===== src/rtl/z_packer.sv =====
// rtl/z_packer.sv - packs eight one-bit results into a byte plus ones count, dav_/rfd handshake on both sides
module z_packer (
    input  logic       clock,
    input  logic       reset_,
    input  logic       dav_z_,
    input  logic       z,
    output logic       rfd_z,
    output logic       dav_,
    input  logic       rfd,
    output logic [7:0] out,
    output logic [3:0] n
);

    typedef enum logic [1:0] {
        IN_WAIT  = 2'd0,
        IN_ACK   = 2'd1,
        OUT_WAIT = 2'd2,
        OUT_ACK  = 2'd3
    } state_t;

    state_t     state;
    state_t     state_next;
    logic [7:0] word;
    logic [3:0] cnt;
    logic [3:0] ones;
    logic       capture;
    logic       emit;
    logic       drain;

    // Handshake outputs are pure state decodes, so the async reset drives them to idle at once.
    assign rfd_z = (state == IN_WAIT);
    assign dav_  = (state != OUT_ACK);

    always_ff @(posedge clock or negedge reset_) begin
        if (!reset_) begin
            state <= IN_WAIT;
        end else begin
            state <= state_next;
        end
    end

    always_comb begin
        state_next = state;
        capture    = 1'b0;
        emit       = 1'b0;
        drain      = 1'b0;
        case (state)
            IN_WAIT: begin
                if (!dav_z_) begin
                    capture    = 1'b1;
                    state_next = IN_ACK;
                end
            end
            IN_ACK: begin
                if (dav_z_) begin
                    state_next = (cnt == 4'd8) ? OUT_WAIT : IN_WAIT;
                end
            end
            OUT_WAIT: begin
                if (rfd) begin
                    emit       = 1'b1;
                    state_next = OUT_ACK;
                end
            end
            OUT_ACK: begin
                if (!rfd) begin
                    drain      = 1'b1;
                    state_next = IN_WAIT;
                end
            end
            default: state_next = IN_WAIT;
        endcase
    end

    // cnt stays below 8 while capturing, so its low three bits address the word.
    always_ff @(posedge clock or negedge reset_) begin
        if (!reset_) begin
            word <= 8'h00;
            cnt  <= 4'd0;
            ones <= 4'd0;
            out  <= 8'h00;
            n    <= 4'd0;
        end else begin
            if (capture) begin
                word[cnt[2:0]] <= z;
                ones           <= ones + {3'b000, z};
                cnt            <= cnt + 4'd1;
            end
            if (emit) begin
                out <= word;
                n   <= ones;
            end
            if (drain) begin
                word <= 8'h00;
                cnt  <= 4'd0;
                ones <= 4'd0;
            end
        end
    end

endmodule

===== config.mk =====
export PLATFORM = sky130hd
export DESIGN_NAME = z_packer
export DESIGN_NICKNAME = d
export VERILOG_FILES = /design/src/rtl/z_packer.sv
export SDC_FILE = /design/constraint.sdc
export NUM_CORES = 1
export LEC_CHECK = 0
export BUFFER_PORTS_ARGS = -buffer_cell sky130_fd_sc_hd__buf_2
export CAP_MARGIN = 30
export CORE_MARGIN = 2
export CORE_UTILIZATION = 53
export CTS_BUF_LIST = sky130_fd_sc_hd__clkbuf_4
export DETAILED_ROUTE_END_ITERATION = 16
export PLACE_DENSITY = 0.84
export SYNTH_ARGS = -nofsm -noshare
export SYNTH_HDL_FRONTEND = slang
export SYNTH_SLANG_ARGS = --single-unit

===== constraint.sdc =====
create_clock -name clock -period 1.7 [get_ports clock]
set_input_delay 0 -clock clock [delete_from_list [all_inputs] [get_ports clock]]
set_output_delay 0 -clock clock [all_outputs]
set_load 0.1 [all_outputs]

==> results summary, run 1 <==
The flow ran to the end, and the final reports show no timing, DRC or antenna violations. The maximum fanout along the worst path is 10. Across every metal layer, demand over resource in global routing totals 22.2%. The met1 capacity usage during global routing is about a quarter. STA classifies the critical path endpoint as a register. Summed over all instances, the cell type with the most area after synthesis is sky130_fd_sc_hd__dfrtp_1. After layout, the worst path uses a little over nine tenths of the clock period.

Entering global routing, the biggest net connects 31 pins. The tool flagged a number of max-cap violations equal to 0. The cell area that synthesis handed to floorplanning was 1380 sq um. Using the TritonRoute via totals, the vias-per-cell ratio works out to around 5.7.

Counting both buffers and inverters, the worst setup path holds a total of 0. The kind of cell with the highest combined delay on the critical path is simple AND/OR/NAND/NOR gates. The overall die area is between 3000 and 4000 sq um. The count of hold-fix buffers inserted at cts came out at 4. The depth of the CTS H-tree came out at 2. The main flop type after synthesis is sky130_fd_sc_hd__dfrtp_1. The floorplan die height is approximately 55 um. The top cell type by area accounts for a little over half of the synthesized area. The via count of the first global-routing pass came to a little under 1k. Wires add up to ~2.7 mm. The number of DRC markers after the initial detailed-route iteration is 27. The critical path in this run is classified as register to register. Hold is met by around 0.089 ns.

The number of sinks handled by clock tree synthesis came out at 30. In the routed design, unresolved DRC markers number 0. The final-stage net count came out at between 150 and 200. The fraction of registers with async set/reset is 100%. The critical path goes through or4b_4 -> o311ai_0 -> o41ai_1. The most common cell in the synthesized netlist is sky130_fd_sc_hd__dfrtp_1. The required time of the critical path came out at between 1.5 and 2 ns. For this run the aggregate overflow at the end of global routing stands at 0. The met2 track demand over resource in global routing is between 30% and 40%. The highest cell delay on the worst timing path came out at approximately 0.57 ns.

Post-CTS repair changed the size of 0 cells. The number of synthesized flops with an enable pin came out at 0. The number of synthesized register bits came out at 30. At the worst endpoint, the arrival time is between 1.5 and 2 ns.

The path class of the tightest hold or removal check is input pin to register. The floorplan die width came out at about 55 um. The number of port buffers is 18. Adding up every negative setup slack in the final design gives 0 ns. The final route contains 1028 vias. By area the synthesized netlist is led by sky130_fd_sc_hd__dfrtp_1 54%, sky130_fd_sc_hd__mux2_2 9.8%, sky130_fd_sc_hd__nand2_1 4.1%. The final clock skew is approximately 0.0073 ns. Setup repair after global routing left no endpoint under its margin. The detailed-router iteration count before antenna repair is 4. Post-CTS timing repair inserted 0 buffers for setup. The relative max-transition margin came out at between 50 and 60%. The average cell area after synthesis is between 10 and 15 sq um. Clock tree synthesis inserted a total of 5 buffers.

The antenna diode count came out at 0. TritonCTS built the clock tree. The average wire length per cell after detail routing is roughly 15 um. The initial utilization of the core area, before any placement, comes to roughly 56%. The peak clock frequency supported by timing is ~610 MHz.

STA classifies the critical path startpoint as a register. The standard cell core area came out at about 2500 sq um. The number of antenna violations at the first check in global routing is 0. The critical path's slowest cell is sky130_fd_sc_hd__or4b_4. Sequential elements use 54.5% of the synthesized area. Synthesis produced a netlist whose cell count is 120.

The clock tree buffer depth came out at 2. The final estimated routing congestion in global placement is 0.764. The count of nets left with antenna violations after detail routing is 0. The slew of the pin with the lowest slew margin came out at ~0.65 ns. The ratio of cells with drive above 1 in the final layout is a little under a third.

The number of library cell types mapped by synthesis is 29. The met3 usage came out at under 10%. The site row count is 18. The final count of hold timing violations is 0.

The commonest cells after synthesis are 30 x sky130_fd_sc_hd__dfrtp_1, 15 x sky130_fd_sc_hd__nand2_1, 12 x sky130_fd_sc_hd__mux2_2, 7 x sky130_fd_sc_hd__a21oi_1. When the netlist entered floorplanning its net count stood at about 130. The clock latency of the later-clocked register in the worst-skew pair is ~0.34 ns. The first global-routing pass estimated ~4.4 mm of wire.

The time the final worst path needs with I/O delays and setup is 1.64 ns. The clock-pin slew on the worst setup and hold paths came out at roughly 0.09 ns. For this run, the number of Yosys warnings is 0. During I/O placement, the number of pins put on the boundary was 19.

The root buffer cell is sky130_fd_sc_hd__clkbuf_4. Setup violations remaining at the end of the flow were counted as 0. The final max-slew violation count is 0.

The highest-utilization routing layer at the global route stage is met2. The sum of net half-perimeters after detailed placement is between 1.5 and 2 mm. The area added between synthesis and finish is 16.3%.
[worst reg2reg max path, delay by kind of cell, from the launching register on]
kind	cells	cell delay (ns)
and+or+nand+nor	1	0.57
DFF	1	0.48
AOI/OAI and AO/OA	2	0.45
[per-stage QoR]
step                      setup slack [ns]  util [%]  instances  instance area (sq um)
final                               0.0647      64.6        179                   1600
after global routing               0.00601      64.6        179                   1600
after CTS                           0.0580      64.6        179                   1600
after detailed placement            0.0728      60.9        168                   1510
after global placement               0.167      60.9        168                   1510
after floorplan                     -0.113         -        120                   1380
[area by class of cell]
type / instances / area (sq um)
clock buffers: 7 / 52.6
fillers: 196 / 876
inverters: 5 / 18.8
multi-input cells: 79 / 567
flip-flops and latches: 30 / 751
well taps: 30 / 37.5
repair buffers: 28 / 175
[flip-flops by register name (all words and copies together), names as in the netlist, named ones only]
register / cells
cnt: 4
n: 4
ones: 4
out: 8
state: 1
word: 8
[kinds of logic after synthesis]
group	count (synthesis)	share of synthesized area [%]
fa+ha+maj	4	3.63
buf+inv	11	4.36
flops	30	54.5
mux	16	12.7
simple gates	38	15.0
compound gates	21	9.81
[per-layer routing]
| metal | vias up | part of all wire (%) |
|---|---|---|
| li1 | 494 | - |
| met1 | 496 | 42 |
| met2 | 30 | 50 |
| met3 | 8 | 5.7 |
| met4 | 0 | 2.3 |
| met5 | - | 0 |
[cells in the final DEF, fill, tap and decap left out, drive strengths merged]
| cell | instances |
|---|---|
| o41ai | 1 |
| or3 | 4 |
| dfrtp | 30 |
| nand4 | 2 |
| nand3b | 2 |
| buf | 24 |
| o31ai | 3 |
| nand2b | 1 |
| ha | 4 |
| nor2 | 3 |
| nand2 | 15 |
| nand3 | 5 |
| nor2b | 2 |
| nor3 | 1 |
| a21oi | 7 |
| o311ai | 3 |
| dlygate4sd3 | 4 |
| mux2i | 4 |
| o21ai | 4 |
| inv | 5 |
| or4 | 1 |
| nor4 | 1 |
| o211ai | 3 |
| mux2 | 12 |
| or4b | 1 |
| clkbuf | 7 |
[path summary, 6_finish.rpt]
check | from | end | slack [ns] | cells past startpoint
max reg2reg | state[0]$_DFFE_PN0P_ | word[3]$_DFFE_PN0P_ | 0.06 | 3
min in group asynchronous | reset_ | out[3]$_DFFE_PN0P_ | 0.21 | 2
max | state[0]$_DFFE_PN0P_ | word[3]$_DFFE_PN0P_ | 0.06 | 3
min | rfd | ones[1]$_DFFE_PN0P_ | 0.09 | 3
min reg2reg | ones[3]$_DFFE_PN0P_ | ones[3]$_DFFE_PN0P_ | 0.49 | 1
max in group asynchronous | reset_ | out[6]$_DFFE_PN0P_ | 1.06 | 2
Power of run 1 is not shown: default switching activity piles up to over one toggle a cycle in this logic, so the estimate is an artifact.
==> run 2: changes to the inputs <==
Settings changed: HOLD_SLACK_MARGIN set to 0.02, RECOVER_POWER set to 50, TNS_END_PERCENT set to 1.
==> results summary, run 2 (synthesized netlist as in run 1, its figures left out) <==
The flow ran to the end, and the final reports show no timing, DRC or antenna violations. Leaving out fill and tap cells, the most frequent cell in the layout is sky130_fd_sc_hd__dfrtp_1. In this run the critical register-to-register path is captured at word[3]$_DFFE_PN0P_. The cell depth of the worst hold path is 3 (unchanged). The number of placed instances with taps included came out at 168 (unchanged). The TritonCTS buffer count was 5 (unchanged). The setup-violating endpoint count in the final report is 0 (unchanged). The startpoint identified for the worst hold timing path is rfd.

The ratio of cells with drive above 1 in the final layout is 31.5% (unchanged). The effective utilization at floorplan is 55.6% (unchanged). The overall die area is 3020 sq um (unchanged). The via count of the first global-routing pass is 971 (unchanged). The final-stage net count came out at 158 (unchanged). The depth of the CTS H-tree came out at 2 (unchanged). The sum of net half-perimeters after detailed placement came out at 1.92 mm (unchanged). The utilization of the core after routing came out at 64.6% (unchanged). The final setup TNS is 0 ns (unchanged).

In this run the clock root is driven by a sky130_fd_sc_hd__clkbuf_4. The number of filler cells placed in the layout was 196 (unchanged). The time the final worst path needs with I/O delays and setup came out at 1.64 ns (+0.000135 ns). The number of DRC markers after the initial detailed-route iteration came to 26 (-3.7%). The depth of the worst register-to-register path was 3 (unchanged). The clock-pin slew on the worst setup and hold paths came out at 0.09 ns (about the same). The count of instances resized after the clock tree is built is 0 (unchanged).

In this run the worst hold path is classified as input pin to register. The slew of the pin with the lowest slew margin is 0.727 ns (+0.0753 ns). The peak clock frequency supported by timing came to 611 MHz (about the same). The highest cell delay on the worst timing path came to 0.57 ns (about the same). The number of sinks handled by clock tree synthesis came out at 30 (unchanged). The largest net degree at the start of global routing is 31 (unchanged). The largest registers in the layout are out: 8 flops, word: 8 flops. In this run the critical register-to-register path is launched from state[0]$_DFFE_PN0P_. The number of antenna violations at the first check in global routing came out at 0 (unchanged). The final max-slew violation count came out at 0 (unchanged). The minimum setup slack among reg-to-reg paths is 0.06 ns (about the same).

TritonCTS built the clock tree. The routed via count divided by cell count is 5.74 (unchanged). The final critical-path setup slack came out at 0.0645 ns (-0.000135 ns). The worst setup path is of the register to register kind. The global-route wire length before repair is 4.44 mm (unchanged). The site row count came to 18 (unchanged). The clock tree buffer depth came out at 2 (unchanged). Setup repair after global routing left no endpoint under its margin. The standard cell core area came to 2480 sq um (unchanged). The signal on the critical path passes through or4b_4 -> o311ai_0 -> o41ai_1.

The final estimated routing congestion in global placement came to 0.764 (unchanged). The worst slack at placement was 0.0728 ns (unchanged). The number of port buffers is 18 (unchanged).

The floorplan die width came out at 55.0 um (unchanged). The relative max-transition margin is 51.5% (-5.0 points). The overall track demand over capacity in global routing came out at 22.2% (unchanged).

Tracing the worst setup path back leads to its startpoint at state[0]$_DFFE_PN0P_. STA classifies the critical path endpoint as a register. The worst setup path is launched from a register.

The endpoint arrival time on the critical path came out at 1.85 ns (about the same). The slowest stage of the critical path belongs to the cell sky130_fd_sc_hd__or4b_4. The total number of vias is 1028 (unchanged). Among cell families on the critical path, the largest total delay comes from simple AND/OR/NAND/NOR gates.

The maximum fanout along the worst path is 10 (unchanged). The detailed-router iteration count before antenna repair came out at 4 (unchanged). The clock latency of the later-clocked register in the worst-skew pair is 0.34 ns (about the same).

The floorplan die height is 55.0 um (unchanged). The critical path buffer and inverter count came to 0 (unchanged). In the layout the commonest cells are 30 x sky130_fd_sc_hd__dfrtp_1, 15 x sky130_fd_sc_hd__nand2_1, 12 x sky130_fd_sc_hd__mux2_2.

The aggregate routed wire length is 2.69 mm (about the same). The required time of the critical path came out at 1.91 ns (about the same). The average wire length per cell after detail routing is 15.0 um (about the same). The max-cap check violation count is 0 (unchanged).

The area added between synthesis and finish is 16.3% (unchanged). The post-detailed-route DRC marker count came to 0 (unchanged). The filler-free cell count of the finished design is 179 (unchanged). The sum of overflow across all layers after global routing is 0 (unchanged). The final clock skew is 0.00733 ns (+0.0000000500 ns).

The portion of the clock cycle consumed by the worst path in the final layout was 96.2% (about the same). The number of top-level pins was 19 (unchanged). The path with the worst hold slack has its endpoint at ones[1]$_DFFE_PN0P_. The final count of hold timing violations came to 0 (unchanged). The antenna diode count came out at 0 (unchanged). The count of nets left with antenna violations after detail routing came out at 0 (unchanged).
## run 2: cell types whose count changed in the layout (fill, tap and decap cells not counted), sizes merged
cell    delta
buf        -7
clkbuf     +7
## run 2: worst max-delay path by stage
stage                           to  depth (start not counted)
6_report       word[3]$_DFFE_PN0P_                          3
3_5_place_dp   word[3]$_DFFE_PN0P_                          3
2_1_floorplan   cnt[0]$_DFFE_PN0P_                          4
3_3_place_gp   word[3]$_DFFE_PN0P_                          3
5_1_grt        word[3]$_DFFE_PN0P_                          3
4_1_cts        word[3]$_DFFE_PN0P_                          3
## run 2: layout make-up
class	instances	area [sq um]	share of cell area (%)
flip-flops and latches	30	751	46.9
multi-input cells	79	567	35.4
repair buffers	28	175	10.9
clock buffers	7	52.6	3.28
well taps	30	37.5	2.34
inverters	5	18.8	1.17
## run 2: what timing repair did
action	4_1_cts	5_1_grt
setup buffers	0	0
endpoints found under the hold margin	34	0
hold buffers	4	0
setup endpoints to repair	0	0
## run 2: per-layer routing
layer	vias up	track usage, %	part of all wire [%]
met2	32	36.1	50
met5	-	0	0
li1	494	-	-
met1	494	26.1	42
met4	0	12.6	2.3
met3	8	6.45	6.1
## run 2: per-stage QoR
stage,hold WS [ns],instance area (sq um)
6_report,0.0894,1600
5_1_grt,0.0946,1600
4_1_cts,0.0676,1600
3_5_place_dp,0.0627,1510
3_3_place_gp,0.0600,1510
2_1_floorplan,-0.296,1380
## run 2: tightest hold or removal path, delay by kind of cell
kind                   cells  cell delay, ns
AO/OA/AOI/OAI              1            0.14
AND/OR/NAND/NOR            1            0.13
buffers and inverters      1            0.12
Power of run 2 is left out for the same reason.
==> run 3: changes to the inputs <==
Settings changed: CTS_BUF_LIST sky130_fd_sc_hd__clkbuf_4 to unset.
==> results summary, run 3 (synthesized netlist as in run 1, its figures left out) <==
The flow ran to the end, and the final reports show no timing, DRC or antenna violations. The count of nets left with antenna violations after detail routing is 0 (unchanged). The max-cap check violation count came out at 0 (unchanged). The aggregate routed wire length is 2.76 mm (+2.7%).

The clock tree buffer depth is 2 (unchanged). The number of sinks handled by clock tree synthesis is 30 (unchanged). The worst flop-to-flop path endpoint is word[3]$_DFFE_PN0P_. The depth of the worst register-to-register path came to 3 (unchanged). The post-detailed-route DRC marker count came out at 0 (unchanged). The path with the worst hold slack has its endpoint at ones[1]$_DFFE_PN0P_. The peak clock frequency supported by timing is 603 MHz (-1.4%). The final max-slew violation count came to 0 (unchanged). The average wire length per cell after detail routing is 15.4 um (+2.7%). STA classifies the critical path startpoint as a register. The clock-pin slew on the worst setup and hold paths is 0.08 ns (about the same). The setup-violating endpoint count in the final report was 0 (unchanged). The overall die area came to 3020 sq um (unchanged). Setup repair after global routing left no endpoint under its margin. The minimum setup slack among reg-to-reg paths came to 0.04 ns (-0.02 ns).

The largest registers in the layout are out: 8 flops, word: 8 flops. The maximum fanout along the worst path was 8 (-2). The cell depth of the worst hold path came out at 3 (unchanged).

The final-stage net count came out at 158 (unchanged). The effective utilization at floorplan is 55.6% (unchanged). The final setup TNS is 0 ns (unchanged). The standard cell core area was 2480 sq um (unchanged). The utilization of the core after routing came to 64.4% (-0.25 points). The slew of the pin with the lowest slew margin came out at 0.738 ns (+0.0106 ns). The detailed-router iteration count before antenna repair is 5 (+1). The final clock skew is 0.00617 ns (-0.00115 ns). The sum of overflow across all layers after global routing came to 0 (unchanged).

The antenna diode count was 0 (unchanged). The cell sitting at the root of the clock tree is a sky130_fd_sc_hd__clkbuf_4. The total number of vias is 1007 (-2.0%). The worst hold path begins at rfd. The number of port buffers came out at 18 (unchanged). The final estimated routing congestion in global placement is 0.764 (unchanged). Leaving out fill and tap cells, the most frequent cells in the layout are 29 x sky130_fd_sc_hd__dfrtp_1, 15 x sky130_fd_sc_hd__nand2_1, 12 x sky130_fd_sc_hd__mux2_2. The number of antenna violations at the first check in global routing came out at 0 (unchanged). The routed via count divided by cell count is 5.63 (-2.0%). The floorplan die width is 55.0 um (unchanged). The TritonCTS clock tree is yes. The clock latency of the later-clocked register in the worst-skew pair came out at 0.33 ns (about the same). The endpoint arrival time on the critical path is 1.86 ns (about the same).

The tightest min-delay check is of the input pin to register type. The relative max-transition margin came out at 50.8% (-0.71 points). The floorplan die height came to 55.0 um (unchanged). The setup path with the least slack is of type register to register.

The area added between synthesis and finish is 15.8%. The ratio of cells with drive above 1 in the final layout came out at 30.9% (-0.67 points). The global-route wire length before repair is 4.48 mm (+0.79%). The TritonCTS buffer count came out at 5 (unchanged).

The worst setup path is captured at a register. The final count of hold timing violations is 0 (unchanged). The site row count came out at 18 (unchanged).

The number of DRC markers after the initial detailed-route iteration came out at 36 (+38%). The required time of the critical path came out at 1.90 ns (about the same). The largest net degree at the start of global routing came out at 31 (unchanged).

The number of buffers inserted by post-CTS setup repair is 0 (unchanged). The portion of the clock cycle consumed by the worst path in the final layout was 97.6% (+1.4 points). The time the final worst path needs with I/O delays and setup is 1.66 ns (+0.0238 ns). The number of top-level pins came to 19 (unchanged). The commonest non-fill, non-tap cell in the layout is sky130_fd_sc_hd__dfrtp_1. The sum of net half-perimeters after detailed placement was 1.92 mm (unchanged). The depth of the CTS H-tree was 2 (unchanged). The via count of the first global-routing pass was 993 (+2.3%).

The overall track demand over capacity in global routing came out at 22.3% (+0.16 points).
## run 3: changes by cell type in the layout (fill, tap and decap cells not counted)
cell                       delta
sky130_fd_sc_hd__dfrtp_1      -1
sky130_fd_sc_hd__clkbuf_1     +2
sky130_fd_sc_hd__clkbuf_4     -2
sky130_fd_sc_hd__dfrtp_2      +1
## run 3: stage by stage
| stage | hold WS, ns | setup slack (ns) | instances | instance area [sq um] |
|---|---|---|---|---|
| after floorplan | -0.296 | -0.113 | 120 | 1380 |
| after global placement | 0.0600 | 0.167 | 168 | 1510 |
| after detailed placement | 0.0627 | 0.0728 | 168 | 1510 |
| after CTS | 0.0676 | 0.0341 | 179 | 1590 |
| after global routing | 0.0946 | 0.00554 | 179 | 1600 |
| final | 0.0908 | 0.0407 | 179 | 1600 |
## run 3: worst max-delay path, stage by stage (launching register included)
cell and delay (ns):
sky130_fd_sc_hd__dfrtp_1 0.47, sky130_fd_sc_hd__or4b_4 0.59, sky130_fd_sc_hd__o311ai_0 0.32, sky130_fd_sc_hd__o41ai_1 0.15
## run 3: final cells by class
cell class                 count  area [sq um]
multi-input combinational     79           567
tap                           30          37.5
sequential                    30           752
inverter                       5          18.8
timing repair buffer          28           175
fill                         200           882
clock buffer                   7          45.0
## run 3: what timing repair did
item,CTS,global route
endpoints found under the setup margin,0,1
resized for setup,0,1
endpoints found under the hold margin,34,0
hold buffers,4,0
## run 3: per-layer routing
metal  up-vias  part of all wire [%]  global-route usage, %
met3         6                   5.7                   6.45
met5         -                     0                      0
met1       482                    42                   25.7
li1        489                     -                      -
met4         0                  0.91                   12.6
met2        30                    51                   37.1
## run 3: how the worst max path moves through the flow
stage | start | to | slack [ns] | cells past startpoint
2_1_floorplan | register | cnt[0]$_DFFE_PN0P_ | -0.11 | 4
3_3_place_gp | state[0]$_DFFE_PN0P_ | word[3]$_DFFE_PN0P_ | 0.17 | 3
3_5_place_dp | register | word[3]$_DFFE_PN0P_ | 0.07 | 3
4_1_cts | state[0]$_DFFE_PN0P_ | word[3]$_DFFE_PN0P_ | 0.03 | 3
5_1_grt | register | word[3]$_DFFE_PN0P_ | 0.006 | 3
6_report | register | word[3]$_DFFE_PN0P_ | 0.04 | 3
Power of run 3 is left out for the same reason.
